$ cat config.mk
export PLATFORM = sky130hd
export DESIGN_NAME = debounced_switch_counter_flat
export DESIGN_NICKNAME = d
export VERILOG_FILES = /design/src/rtl/debounced_switch_counter_if.sv /design/src/rtl/debounced_switch_counter.sv /design/src/flat_wrapper.sv
export SDC_FILE = /design/constraint.sdc
export NUM_CORES = 1
export LEC_CHECK = 0
export BUFFER_PORTS_ARGS = -buffer_cell sky130_fd_sc_hd__buf_2
export CAP_MARGIN = 20
export CELL_PAD_IN_SITES_DETAIL_PLACEMENT = 0
export CELL_PAD_IN_SITES_GLOBAL_PLACEMENT = 1
export CORE_UTILIZATION = 43
export DETAILED_ROUTE_END_ITERATION = 16
export PLACE_DENSITY = 0.76
export SLEW_MARGIN = 20
export SYNTH_ARGS = -nofsm -noshare
export SYNTH_HDL_FRONTEND = slang
export SYNTH_SLANG_ARGS = --single-unit
$ cat constraint.sdc
create_clock -name i_Clk -period 2.9 [get_ports i_Clk]
set_clock_uncertainty 0.15 [all_clocks]
set_input_delay 0 -clock i_Clk [delete_from_list [all_inputs] [get_ports i_Clk]]
set_output_delay 0 -clock i_Clk [all_outputs]
set_load 0.01 [all_outputs]
$ cat src/rtl/debounced_switch_counter_if.sv
// Switch inputs and count/strobe outputs of the debounced up/down counter.
// The master side drives the raw buttons; the slave side is the counter.
interface debounced_switch_counter_if #(
    parameter int COUNT_WIDTH = 8
);
    logic                   i_Switch_Up;
    logic                   i_Switch_Down;
    logic [COUNT_WIDTH-1:0] o_Count;
    logic                   o_Up_Pulse;
    logic                   o_Down_Pulse;

    modport master (
        output i_Switch_Up,
        output i_Switch_Down,
        input  o_Count,
        input  o_Up_Pulse,
        input  o_Down_Pulse
    );

    modport slave (
        input  i_Switch_Up,
        input  i_Switch_Down,
        output o_Count,
        output o_Up_Pulse,
        output o_Down_Pulse
    );
endinterface

$ cat src/rtl/debounced_switch_counter.sv
// Debounces the up/down buttons and counts debounced releases, wrapping in both directions.
// Index 0 of the per-switch arrays is the up button, index 1 the down button.
module debounced_switch_counter #(
    parameter int DEBOUNCE_LIMIT = 250000,
    parameter int COUNT_WIDTH    = 8
) (
    input logic                     i_Clk,
    input logic                     i_Rst_L,
    debounced_switch_counter_if.slave sw_if
);
    localparam int CW = $clog2(DEBOUNCE_LIMIT);
    localparam logic [CW-1:0] CNT_MAX = CW'(DEBOUNCE_LIMIT - 1);

    logic [1:0]             raw;
    logic [1:0]             sync1_q;
    logic [1:0]             sync2_q;
    logic [1:0]             state_q;
    logic [1:0]             state_d;
    logic [1:0]             release_d;
    logic [CW-1:0]          cnt_q [2];
    logic [CW-1:0]          cnt_d [2];
    logic [COUNT_WIDTH-1:0] count_q;
    logic [COUNT_WIDTH-1:0] count_d;
    logic                   up_pulse_q;
    logic                   up_pulse_d;
    logic                   down_pulse_q;
    logic                   down_pulse_d;

    assign raw = {sw_if.i_Switch_Down, sw_if.i_Switch_Up};

    // A release is the flip of a debounced level from 1 to 0; it is decoded on the
    // same edge that flips the level so the count and strobe move together.
    always_comb begin
        state_d   = state_q;
        release_d = '0;
        for (int i = 0; i < 2; i++) begin
            cnt_d[i] = '0;
            if (sync2_q[i] != state_q[i]) begin
                if (cnt_q[i] == CNT_MAX) begin
                    state_d[i]   = sync2_q[i];
                    release_d[i] = state_q[i];
                end else begin
                    cnt_d[i] = cnt_q[i] + 1'b1;
                end
            end
        end
    end

    // Simultaneous up and down releases cancel in the count but both still strobe.
    always_comb begin
        count_d      = count_q;
        up_pulse_d   = release_d[0];
        down_pulse_d = release_d[1];
        case (release_d)
            2'b01:   count_d = count_q + COUNT_WIDTH'(1);
            2'b10:   count_d = count_q - COUNT_WIDTH'(1);
            default: count_d = count_q;
        endcase
    end

    always_ff @(posedge i_Clk or negedge i_Rst_L) begin
        if (!i_Rst_L) begin
            sync1_q      <= '0;
            sync2_q      <= '0;
            state_q      <= '0;
            cnt_q[0]     <= '0;
            cnt_q[1]     <= '0;
            count_q      <= '0;
            up_pulse_q   <= 1'b0;
            down_pulse_q <= 1'b0;
        end else begin
            sync1_q      <= raw;
            sync2_q      <= sync1_q;
            state_q      <= state_d;
            cnt_q[0]     <= cnt_d[0];
            cnt_q[1]     <= cnt_d[1];
            count_q      <= count_d;
            up_pulse_q   <= up_pulse_d;
            down_pulse_q <= down_pulse_d;
        end
    end

    assign sw_if.o_Count      = count_q;
    assign sw_if.o_Up_Pulse   = up_pulse_q;
    assign sw_if.o_Down_Pulse = down_pulse_q;
endmodule

$ cat src/flat_wrapper.sv
// flat-port wrapper written by rule: the top's interface ports become plain ports
module debounced_switch_counter_flat 
#(
    parameter int DEBOUNCE_LIMIT = 250000,
    parameter int COUNT_WIDTH    = 8
)
  (i_Clk, i_Rst_L, sw_if_i_Switch_Up, sw_if_i_Switch_Down, sw_if_o_Count, sw_if_o_Up_Pulse, sw_if_o_Down_Pulse);
  debounced_switch_counter_if #(.COUNT_WIDTH(COUNT_WIDTH)) sw_if_i ();
  input logic i_Clk;
  input logic i_Rst_L;
  input wire logic [$bits(sw_if_i.i_Switch_Up)-1:0] sw_if_i_Switch_Up;
  input wire logic [$bits(sw_if_i.i_Switch_Down)-1:0] sw_if_i_Switch_Down;
  output wire logic [$bits(sw_if_i.o_Count)-1:0] sw_if_o_Count;
  output wire logic [$bits(sw_if_i.o_Up_Pulse)-1:0] sw_if_o_Up_Pulse;
  output wire logic [$bits(sw_if_i.o_Down_Pulse)-1:0] sw_if_o_Down_Pulse;
  assign sw_if_i.i_Switch_Up = sw_if_i_Switch_Up;
  assign sw_if_i.i_Switch_Down = sw_if_i_Switch_Down;
  assign sw_if_o_Count = sw_if_i.o_Count;
  assign sw_if_o_Up_Pulse = sw_if_i.o_Up_Pulse;
  assign sw_if_o_Down_Pulse = sw_if_i.o_Down_Pulse;
  debounced_switch_counter #(.DEBOUNCE_LIMIT(DEBOUNCE_LIMIT), .COUNT_WIDTH(COUNT_WIDTH)) u_core (.i_Clk(i_Clk), .i_Rst_L(i_Rst_L), .sw_if(sw_if_i));
endmodule
# Word level (Yosys, flattened, before mapping)
# Index checks and enable logic that the tools add are counted.
# totals
latchBits	0
in_bits	4
romBits	0
memories	0
mem_bits_rw	0
elab_cells	31
regBits	52
# classes
add_sub_neg	4
n_bitwise	0
div	0
n_eq_ne	6
n_mul	0
order_cmp	0
reduce_logical	3
shift	0
muxes	9
# op_table
operator	count
18-bit two-way mux	4
18-bit by 1-bit adder with 18-bit output (second input constant)	2
18-bit equality test (second input constant)	2
8-bit case mux with 2 select lines	1
8-bit by 1-bit adder with 8-bit output (second input constant)	1
8-bit by 1-bit subtractor with 8-bit output (second input constant)	1
1-bit two-way mux	4
2-bit AND reduction	2
2-bit by 1-bit equality test with 1-bit output (second input constant)	1
2-bit equality test (second input constant)	1
1-bit inequality test	2
2-bit nonzero test	1

# Logic depth before layout (Yosys ltp)
# Gate-level depths: netlist of run 1.
# depth
word_depth	5
depth_mapped	13
ltp_nobuf	13

# Worst setup path before layout of run 1
# No wires, ideal clock.
# synth_timing
path_type	register to register
start	reg u_core.cnt_q[0] in the netlist's numbering
end	reg u_core.count_q[6] (netlist: u_core.sw_if.o_Count[6])
arrival_ns	2.934
stages_incl_launch_ff	13
period_less_slack_ns	3.179
setup_time_ns	0.095
setup_slack_ns	-0.279
cell_sequence	dfrtp_1 ha_1 nand3_1 nor4_1 nand3_1 nor3b_1 ha_1 ha_1 nor2b_1 o31a_1 o21a_1 o21a_1 o31ai_1
# synth_via
elab_chain_cells	5
elab_cells_between_ends	7
# synth_rtl
element	line	text
start: declaration	debounced_switch_counter.sv:20	logic [CW-1:0] cnt_q [2];
18-bit equality test (*)	debounced_switch_counter.sv:39	if (cnt_q[i] == CNT_MAX) begin
1-bit two-way mux (*)	debounced_switch_counter.sv:39	
1-bit two-way mux (*)	debounced_switch_counter.sv:38	if (sync2_q[i] != state_q[i]) begin
named net u_core.down_pulse_d	debounced_switch_counter.sv:27	logic down_pulse_d;
2-bit equality test / 2-bit by 1-bit equality test with 1-bit output (equally long branches)	debounced_switch_counter.sv:54	case (release_d)
8-bit case mux with 2 select lines / 2-bit nonzero test (equally long branches)	--	
end signal: assignment	debounced_switch_counter.sv:77	count_q <= count_d;
end: declaration	debounced_switch_counter.sv:22	logic [COUNT_WIDTH-1:0] count_q;
# The timed path passes the listed nets; every way through them passes the cells marked *.
# A chain may end at the register's enable or synchronous reset.

# Worst setup path in the final report of run 1
# Ends and elaborated chain as after synthesis.

==> flow_summary.ini, run 1 <==
[status]
status = complete, but fails checks
violations = setup timing

[floorplanning]
ioPinCount = 14
rows = 28
start_util_pct = 44.65
die_h_um = 80.41
die_w_um = 80.41
fp.coreArea_mm2 = 0.005921
die_area_mm2 = 0.006466

[clocking]
clock_latency_ps = 310
htreeDepth = 2
path_clk_slew_ps = 110
clockBufferDepth = 2
cts_sinks = 52
cts_inserted_buffers = 5
cts_tree = built
root_buffer = clkbuf_8

[setup_path]
cpPeakStageDelay_ps = 370
crit_start = u_core.cnt_q[0]
crit_path_start_kind = register
worstSetupEndpointType = register
cp_slowest_cell = dfrtp_1
cp_max_fo = 7
cp.required_ps = 2980
worstSetupPathType = register to register
r2r-start = u_core.cnt_q[0]
cp.arrival_ps = 2990
cp_cell_sequence = ha_2 -> nand3_4 -> nor4_4 -> nand3_2 -> nor3b_4 -> ha_4 -> ha_4 -> nor2b_4 -> o31a_1 -> o21a_1 -> o21a_1 -> o31ai_2
reg2reg_slack_ps = -8
rr_endpoint = u_core.sw_if.o_Count[6]
crit_path_end = u_core.sw_if.o_Count[6]
r2r_cells = 12

[routing]
drtIter0Drc = 119
vias_per_cell = 5.030
wl_met3_um = 113
first_pass_iters = 4
ant_nets = 0
route.detailed.drc = 0
routed.top_layer = met4
vias = 1992
wl_met2_um = 2280
drt-total-wl_um = 5028
wl_met1_um = 2574
avgRoutedWirePerCell_um = 12.70

[place]
dp_hpwl_um = 3535
port_buffers = 13
place.gp.congestion = 0.8370

[sta]
setup_tns_ps = -7.870
drv_slew = 0
setup_viol = 1
slew_headroom_pct = 53.51
fmax_mhz = 343.9
hold_violations = 0
period_minus_slack_ps = 2908
rsz0062_at_grt = true
holdWs_ps = 109.6
period_share_pct = 100.3
worst_slack_ps = -7.870
tightest_slew_ps = 697.4

[yosys]
synth_top_area_share_pct = 49.22
synthFlopType = dfrtp_1
synthDistinctLibCells = 44
yosysSeqAreaShare_pct = 49.22
synthArstFlopShare_pct = 100.0
synth_enable_flop_cells = 0
yosysMostFrequentCell = dfrtp_1
yosysWarnings = 0
yosys-top-cells-count = 52 x dfrtp_1, 43 x nor2_1, 23 x xor2_1
ys_ff_latch = 52
yosysTopAreaCell = dfrtp_1
syn_avg_cell_area_um2 = 10.45
synthTopCellsByArea = dfrtp_1 49%, xor2_1 7.6%, nor2_1 6.1%
syn_area_mm2 = 0.002644
syn_inst = 253
synth_nets = 267

[grt]
grt_pass1_vias = 1957
antenna_found_initial = 0
grt_max_degree = 32
grt_usage_pct = 18.05
grt_pass1_wl_um = 8942
overflow = 0

[final_layout]
final_core_util_pct = 57.10
antennaDiodeCount = 0
final_nets = 334
area_growth_syn_to_layout_pct = 27.87
drive_gt1_share_pct = 30.22

[job]
maxCapViolCount = 0

[power]
p_leak_nw = 1.585
total_power_mw = 1.251
power_density_mw_per_mm2 = 370.1
peakVddDrop_mv = 0.3908

[worst_hold_path]
hp-class = primary input to asynchronous set/reset pin
metrics by stage:
step / worst slack [ps] / cell area, um2 / cells
global placement: -119.6 / 3124 / 379
global route: -191.4 / 3381 / 396
finish: -7.870 / 3381 / 396
CTS: -91.98 / 3296 / 393
detailed placement: -140.6 / 3124 / 379
floorplan: 20.37 / 2681 / 253
worst max-delay path: cells and delay by family (launching register included):
kind	cells	cell delay, ps
compound gates	4	830
simple gates	5	780
fa+ha+maj	3	680
flops	1	370
what timing repair did:
item | in CTS | in global routing
pin swaps | 5 | 8
buffers inserted | 3 | 3
hold buffers | 3 | 0
hold endpoints to repair | 32 | 0
endpoints found under the setup margin | 3 | 5
gates resized for setup | 6 | 10
power breakdown:
part	internal, mW	switching, mW	total, mW
sequential	0.734	0.00630	0.740
clock	0.183	0.269	0.452
combinational	0.0249	0.0343	0.0592
metal layers:
metal  vias to the layer above  GRT usage, %
met4                         0         4.821
met3                         6         4.091
met2                        22         28.05
li1                       1003             -
met1                       961         25.22
met5                         -             0
state kept, by name, summed over array words and instances, names as in the netlist:
name                       cells
u_core.cnt_q                  36
u_core.state_q                 2
u_core.sw_if.o_Count           8
u_core.sw_if.o_Down_Pulse      1
u_core.sw_if.o_Up_Pulse        1
u_core.sync1_q                 2
u_core.sync2_q                 2
how the worst min path moves through the flow:
stage / from / endpoint / slack (ps) / cells past startpoint
after floorplan: i_Rst_L / u_core.cnt_q[0] / -450 / 0
after CTS: i_Rst_L / u_core.sw_if.o_Up_Pulse / 130 / 2
final: i_Rst_L / u_core.cnt_q[16] / 110 / 2
after global routing: sw_if_i_Switch_Down / u_core.sync1_q[1] / 150 / 2
after detailed placement: i_Rst_L / u_core.cnt_q[15] / -60 / 1
after global placement: i_Rst_L / u_core.cnt_q[15] / -70 / 1
logic make-up (layout without fill, tap and decap cells):
kind of cell	after synthesis	after routing	synth area share [%]
AOI/OAI and AO/OA	24	24	6.625
adders and majority gates	10	10	5.017
buffers and inverters	12	80	2.602
and+or+nand+nor	114	114	22.72
muxes	3	3	1.230
DFF	52	52	49.22
xor gates and xnor gates	38	38	12.59
area by class of cell:
class / count / area [um2]
Clock inverter: 3 / 28.78
Inverter: 6 / 22.52
Clock buffer: 5 / 68.82
Timing Repair Buffer: 66 / 470.5
Multi-Input combinational cell: 189 / 1395
Sequential cell: 52 / 1301
Tap cell: 75 / 93.84
Fill cell: 519 / 2540
cell usage in the layout, fill, tap and decap left out, types with 2 or more instances in the layout:
| cell | netlist | final |
|---|---|---|
| and3_1 | 6 | 6 |
| nand4_1 | 4 | 4 |
| nor3b_2 | 2 | 2 |
| xnor2_1 | 15 | 15 |
| dfrtp_1 | 52 | 52 |
| nor4_2 | 1 | 2 |
| nor3_1 | 3 | 3 |
| nor4_1 | 5 | 3 |
| nand2_1 | 19 | 19 |
| ha_1 | 9 | 4 |
| dlygate4sd3_1 | 0 | 3 |
| o21a_1 | 3 | 3 |
| mux2_2 | 2 | 2 |
| buf_2 | 0 | 13 |
| a211oi_1 | 2 | 2 |
| clkbuf_8 | 0 | 5 |
| ha_4 | 0 | 3 |
| o21ai_0 | 5 | 4 |
| nand3_2 | 1 | 2 |
| a21oi_1 | 3 | 2 |
| nand3b_1 | 2 | 2 |
| nor4b_1 | 2 | 2 |
| o21bai_1 | 2 | 2 |
| and4_1 | 5 | 5 |
| a21o_1 | 2 | 2 |
| buf_4 | 0 | 50 |
| nand3_1 | 13 | 11 |
| xor2_1 | 23 | 23 |
| inv_6 | 0 | 2 |
| ha_2 | 0 | 2 |
| nor2_1 | 43 | 42 |
| inv_1 | 6 | 6 |
Note: power is estimated with default switching activity, not from simulation.
==> inputs of run 2 (changes only) <==
--- a/config.mk
+++ b/config.mk
@@ -16,3 +16,4 @@
 export SYNTH_ARGS = -nofsm -noshare
 export SYNTH_HDL_FRONTEND = slang
 export SYNTH_SLANG_ARGS = --single-unit
+export TNS_END_PERCENT = 5
==> run 2 against run 1 <==
  * The run still ends with setup timing left
  * Non-clock buffer count decreased by 1
  * Via count fell by 0.10%
  * Worst setup slack worse by 25 ps
  * Final cell count decreased by 0.25%
  * Design area is 0.59% lower
  * Power down 0.16%
  * Count of clock-buffer cells in the layout is the same
  * First-iteration DRC count increased by 0.84%
  * Critical path depth unchanged
  * Fmax is 0.85% lower
  * Die area unchanged
  * Sequential share of layout area is 0.23 points higher
  * Critical path type unchanged
  * Largest cell class unchanged
==> flow_summary.ini, run 2 (synthesized netlist as in run 1, its figures left out) <==
[status]
status = complete, but fails checks
violations = setup timing

[final_layout]
antennaDiodeCount = 0
layout.cells.most_common = dfrtp_1
largest_reg_flops = 36
final_nets = 333
drive_gt1_share_pct = 30.00
mostFrequentLayoutCells = 52 x dfrtp_1, 49 x buf_4, 42 x nor2_1
area_growth_syn_to_layout_pct = 27.12
design_area_mm2 = 0.003361
regMostFlops = u_core.cnt_q
final_cells = 395

[grt]
grt_pass1_wl_um = 8873
grt_usage_pct = 17.90
grt_max_degree = 32
overflow = 0
antenna_found_initial = 0
grt_pass1_vias = 1938

[sta]
slew_headroom_pct = 53.33
tightest_slew_ps = 700.1
worst_slack_ps = -32.94
rsz0062_at_grt = true
drv_slew = 0
period_share_pct = 101.1
setup_viol = 1
fmax_mhz = 341.0
period_minus_slack_ps = 2933
hold_violations = 0

[routing]
drtIter0Drc = 120
route.detailed.drc = 0
vias_per_cell = 5.038
avgRoutedWirePerCell_um = 12.63
ant_nets = 0
drt-total-wl_um = 4989
vias = 1990
first_pass_iters = 4

[clocking]
clock_latency_ps = 310
root_buffer = clkbuf_8
cts_tree = built
cts_inserted_buffers = 5
htreeDepth = 2
cts_sinks = 52
clockBufferDepth = 2
path_clk_slew_ps = 110

[floorplanning]
start_util_pct = 44.65
die_h_um = 80.41
rows = 28
die_w_um = 80.41
die_area_mm2 = 0.006466
ioPinCount = 14
fp.coreArea_mm2 = 0.005921

[power]
peakVddDrop_mv = 0.3901
total_power_mw = 1.249
power_density_mw_per_mm2 = 371.8
p_leak_nw = 1.575

[place]
dp_hpwl_um = 3535
port_buffers = 13
placed_area_mm2 = 0.003124
place.gp.congestion = 0.8370
dpl.cell_count = 379

[setup_path]
r2r-start = u_core.cnt_q[0]
cp_max_fo = 8
crit_path_start_kind = register
crit_start = u_core.cnt_q[0]
cp_cell_sequence = ha_2 -> nand3_4 -> nor4_4 -> nand3_2 -> nor3b_4 -> ha_4 -> ha_4 -> nor2b_1 -> o31a_1 -> o21a_1 -> o21a_1 -> o31ai_2
crit_buf_inv = 0
crit_family = compound AO/OA/AOI/OAI gates
cp_slowest_cell = dfrtp_1
worstSetupPathType = register to register
cp.required_ps = 2980
cp.arrival_ps = 3010
worstSetupEndpointType = register
cpPeakStageDelay_ps = 370

[job]
maxCapViolCount = 0

[worst_hold_path]
hp-class = primary input to asynchronous set/reset pin
## run 2: cell types whose count changed in the layout (fill, tap and decap cells not counted), sizes merged
cell  change
buf       -1
## run 2: power by group
| group | leakage (nW) | switching [mW] | internal (mW) | total [mW] |
|---|---|---|---|---|
| Clock | 0.0511 | 0.268 | 0.183 | 0.451 |
| Combinational | 0.811 | 0.0341 | 0.0242 | 0.0583 |
| Sequential | 0.712 | 0.00623 | 0.734 | 0.740 |
| Total | 1.57 | 0.308 | 0.941 | 1.25 |
## run 2: timing repair
item	CTS	global route
gates resized for setup	3	10
gates cloned	0	0
endpoints found under the setup margin	3	5
endpoints found under the hold margin	32	0
hold buffers	3	0
pin swaps	5	5
setup buffers	1	4
## run 2: stage by stage
stage | utilization, % | setup TNS [ps] | setup WS (ps) | hold slack, ps
2_1_floorplan | - | 0 | 20.37 | -445.6
4_1_cts | 55.24 | -212.9 | -122.2 | 131.7
3_3_place_gp | 52.77 | -227.0 | -119.6 | -71.48
3_5_place_dp | 52.77 | -299.0 | -140.6 | -63.97
6_report | 56.76 | -32.94 | -32.94 | 110.7
5_1_grt | 56.76 | -589.7 | -228.7 | 152.7
## run 2: path summary, 6_finish.rpt
path / to / slack [ps] / depth (start not counted)
worst max-delay path: u_core.sw_if.o_Count[6] / -30 / 12
worst min-delay path: u_core.cnt_q[16] / 110 / 2
worst max register to register: u_core.sw_if.o_Count[6] / -30 / 12
worst min register to register: u_core.sync2_q[0] / 210 / 0
max in group asynchronous: u_core.cnt_q[34] / 1720 / 3
min in group i_Clk: u_core.sync1_q[0] / 170 / 2
## run 2: per-layer routing
layer | wire length, um | vias to the layer above | GRT usage [%]
li1 | - | 1004 | -
met1 | 2544 | 962 | 25.22
met2 | 2277 | 18 | 27.54
met3 | 107 | 6 | 4.091
met4 | 59 | 0 | 4.821
met5 | 0 | - | 0
## run 2: layout make-up
class,count,area (um2)
repair buffers,65,462.9
fillers,520,2560
inverters,6,22.52
clock buffers,5,68.82
well taps,75,93.84
flip-flops and latches,52,1301
clock inverters,3,28.78
multi-input cells,189,1383
==> inputs of run 3 (changes only) <==
==> constraint.sdc (replaced) <==
create_clock -name i_Clk -period 2.9 [get_ports i_Clk]
set_clock_uncertainty 0.15 [all_clocks]
set_input_delay 0.58 -clock i_Clk [delete_from_list [all_inputs] [get_ports i_Clk]]
set_output_delay 0.58 -clock i_Clk [all_outputs]
set_load 0.01 [all_outputs]
==> run 3 against run 2 <==
  * The flow still finishes with violations (setup timing)
  * Non-clock buffer count fell by 2
  * Design area rose by 1.4%
  * First-iteration DRC count fell by 60%
  * Via count fell by 0.90%
  * Die area did not move
  * Clock power rose by 15%
  * Critical path depth did not move
  * Sequential share of layout area fell by 0.53 points
  * Worst setup slack got worse by 19 ps
  * Fmax fell by 0.64%
  * Routed wire length rose by 2.7%
  * Global-route usage fell by 0.073 points
  * Critical endpoint is now u_core.sw_if.o_Count[7]
  * Largest cell class unchanged
  * Largest power group unchanged
==> flow_summary.ini, run 3 (synthesized netlist as in run 1, its figures left out) <==
[status]
status = complete, but fails checks
violations = setup timing

[routing]
route.detailed.drc = 0
drtIter0Drc = 48
ant_nets = 0
drt-total-wl_um = 5123
avgRoutedWirePerCell_um = 13.04
vias_per_cell = 5.018
first_pass_iters = 4
vias = 1972

[sta]
holdWs_ps = 119.2
period_minus_slack_ps = 2952
drv_slew = 0
fmax_mhz = 338.8
period_share_pct = 101.8
rsz0062_at_grt = true
worst_slack_ps = -51.79
hold_violations = 0
setup_viol = 2
tightest_slew_ps = 600.1
slew_headroom_pct = 59.99

[setup_path]
reg2reg_slack_ps = -50
rr_endpoint = u_core.sw_if.o_Count[7]
cp_max_fo = 8
cp.required_ps = 2950
worstSetupPathType = register to register
crit_path_start_kind = register
cpPeakStageDelay_ps = 370
r2r-start = u_core.cnt_q[18]
worstSetupEndpointType = register
critical-path-top-cell-by-count = ha_4
r2r_cells = 12
cp.arrival_ps = 3000
cp_slowest_cell = dfrtp_1
cp_cell_sequence = ha_2 -> nand3_2 -> nor4_2 -> and3_1 -> nand3b_1 -> ha_4 -> ha_4 -> a211oi_4 -> nor2_2 -> a221oi_2 -> xnor2_1 -> a32o_1

[final_layout]
mostFrequentLayoutCells = 52 x dfrtp_1, 50 x buf_4, 42 x nor2_1
antennaDiodeCount = 0
seq_area_mm2 = 0.001301
final_nets = 331
layout.cells.most_common = dfrtp_1
largest_reg_flops = 36
num-fill-cells = 522
area_growth_syn_to_layout_pct = 28.87
final_core_util_pct = 57.54
regMostFlops = u_core.cnt_q
drive_gt1_share_pct = 32.08
final_cells = 393
multiInputGateArea_mm2 = 0.001428

[floorplanning]
die_h_um = 80.41
start_util_pct = 44.65
rows = 28
die_w_um = 80.41
die_area_mm2 = 0.006466
fp.coreArea_mm2 = 0.005921
ioPinCount = 14

[grt]
overflow = 0
grt_pass1_vias = 1976
grt_max_degree = 27
antenna_found_initial = 0
grt_usage_pct = 17.83
grt_pass1_wl_um = 8797

[power]
p_leak_nw = 1.574
power_density_mw_per_mm2 = 386.0
peakVddDrop_mv = 0.2219

[place]
dp_hpwl_um = 3635
port_buffers = 13
dpl.cell_count = 380
place.gp.congestion = 0.7854

[clocking]
cts_tree = built
cts_inserted_buffers = 5
cts_sinks = 52
path_clk_slew_ps = 90
root_buffer = clkbuf_8
hold_buffers = 0
clock_latency_ps = 300
htreeDepth = 2
clockBufferDepth = 2

[job]
maxCapViolCount = 0

[worst_hold_path]
hp-class = primary input to asynchronous set/reset pin
run 3: changes by cell type in the layout (fill, tap and decap cells not counted), sizes merged:
cell,previous run,this run
clkinv,0,1
bufinv,0,1
clkbuf,5,6
buf,62,63
inv,9,6
dlygate4sd3,3,0
run 3: worst max path at each step:
stage                                          to        startpoint  slack, ps
final                     u_core.sw_if.o_Count[7]  u_core.cnt_q[18]        -50
after global routing      u_core.sw_if.o_Count[7]  u_core.cnt_q[18]       -220
after CTS                 u_core.sw_if.o_Count[7]  u_core.cnt_q[19]       -100
after detailed placement  u_core.sw_if.o_Count[7]   u_core.cnt_q[0]       -190
after global placement    u_core.sw_if.o_Count[7]   u_core.cnt_q[0]       -130
after floorplan           u_core.sw_if.o_Count[7]   u_core.cnt_q[0]         20
run 3: per-layer routing:
metal / track usage [%] / wire length (um)
met1: 22.97 / 2493
met2: 29.66 / 2424
met3: 3.864 / 122
met4: 5.714 / 82
met5: 0 / 0
run 3: power by group:
group | total (mW) | internal, mW | switching, mW
clock | 0.519 | 0.282 | 0.237
sequential | 0.740 | 0.734 | 0.00594
combinational | 0.0561 | 0.0218 | 0.0343
total | 1.32 | 1.04 | 0.277
run 3: layout make-up:
type / count / area share (%)
clock inverters: 2 / 1.138
flip-flops and latches: 52 / 38.19
clock buffers: 6 / 2.424
multi-input cells: 189 / 41.90
inverters: 6 / 0.6610
well taps: 75 / 2.754
repair buffers: 63 / 12.93
run 3: worst max-delay path: cells and delay by family (launching register included):
family / cells / cell delay, ps
adder cells (fa/ha/maj): 3 / 690
XOR/XNOR: 1 / 100
AO/OA/AOI/OAI: 3 / 740
flip-flops: 1 / 370
AND/OR/NAND/NOR: 5 / 800
run 3: timing repair:
| action | in CTS | in global routing |
|---|---|---|
| buffers inserted | 4 | 1 |
| pin swaps | 5 | 12 |
| endpoints found under the hold margin | 0 | 0 |
| endpoints found under the setup margin | 4 | 5 |
| gates resized for setup | 4 | 18 |
run 3: per-stage QoR:
step	instance area [um2]	setup TNS, ps	setup WS, ps	power (mW)
detailed placement	3132	-429.6	-189.3	0.8087
global placement	3132	-288.6	-125.2	0.8075
CTS	3302	-189.2	-98.68	1.331
global route	3407	-562.1	-216.7	1.369
floorplan	2681	0	20.37	0.7782
finish	3407	-78.71	-51.79	1.315
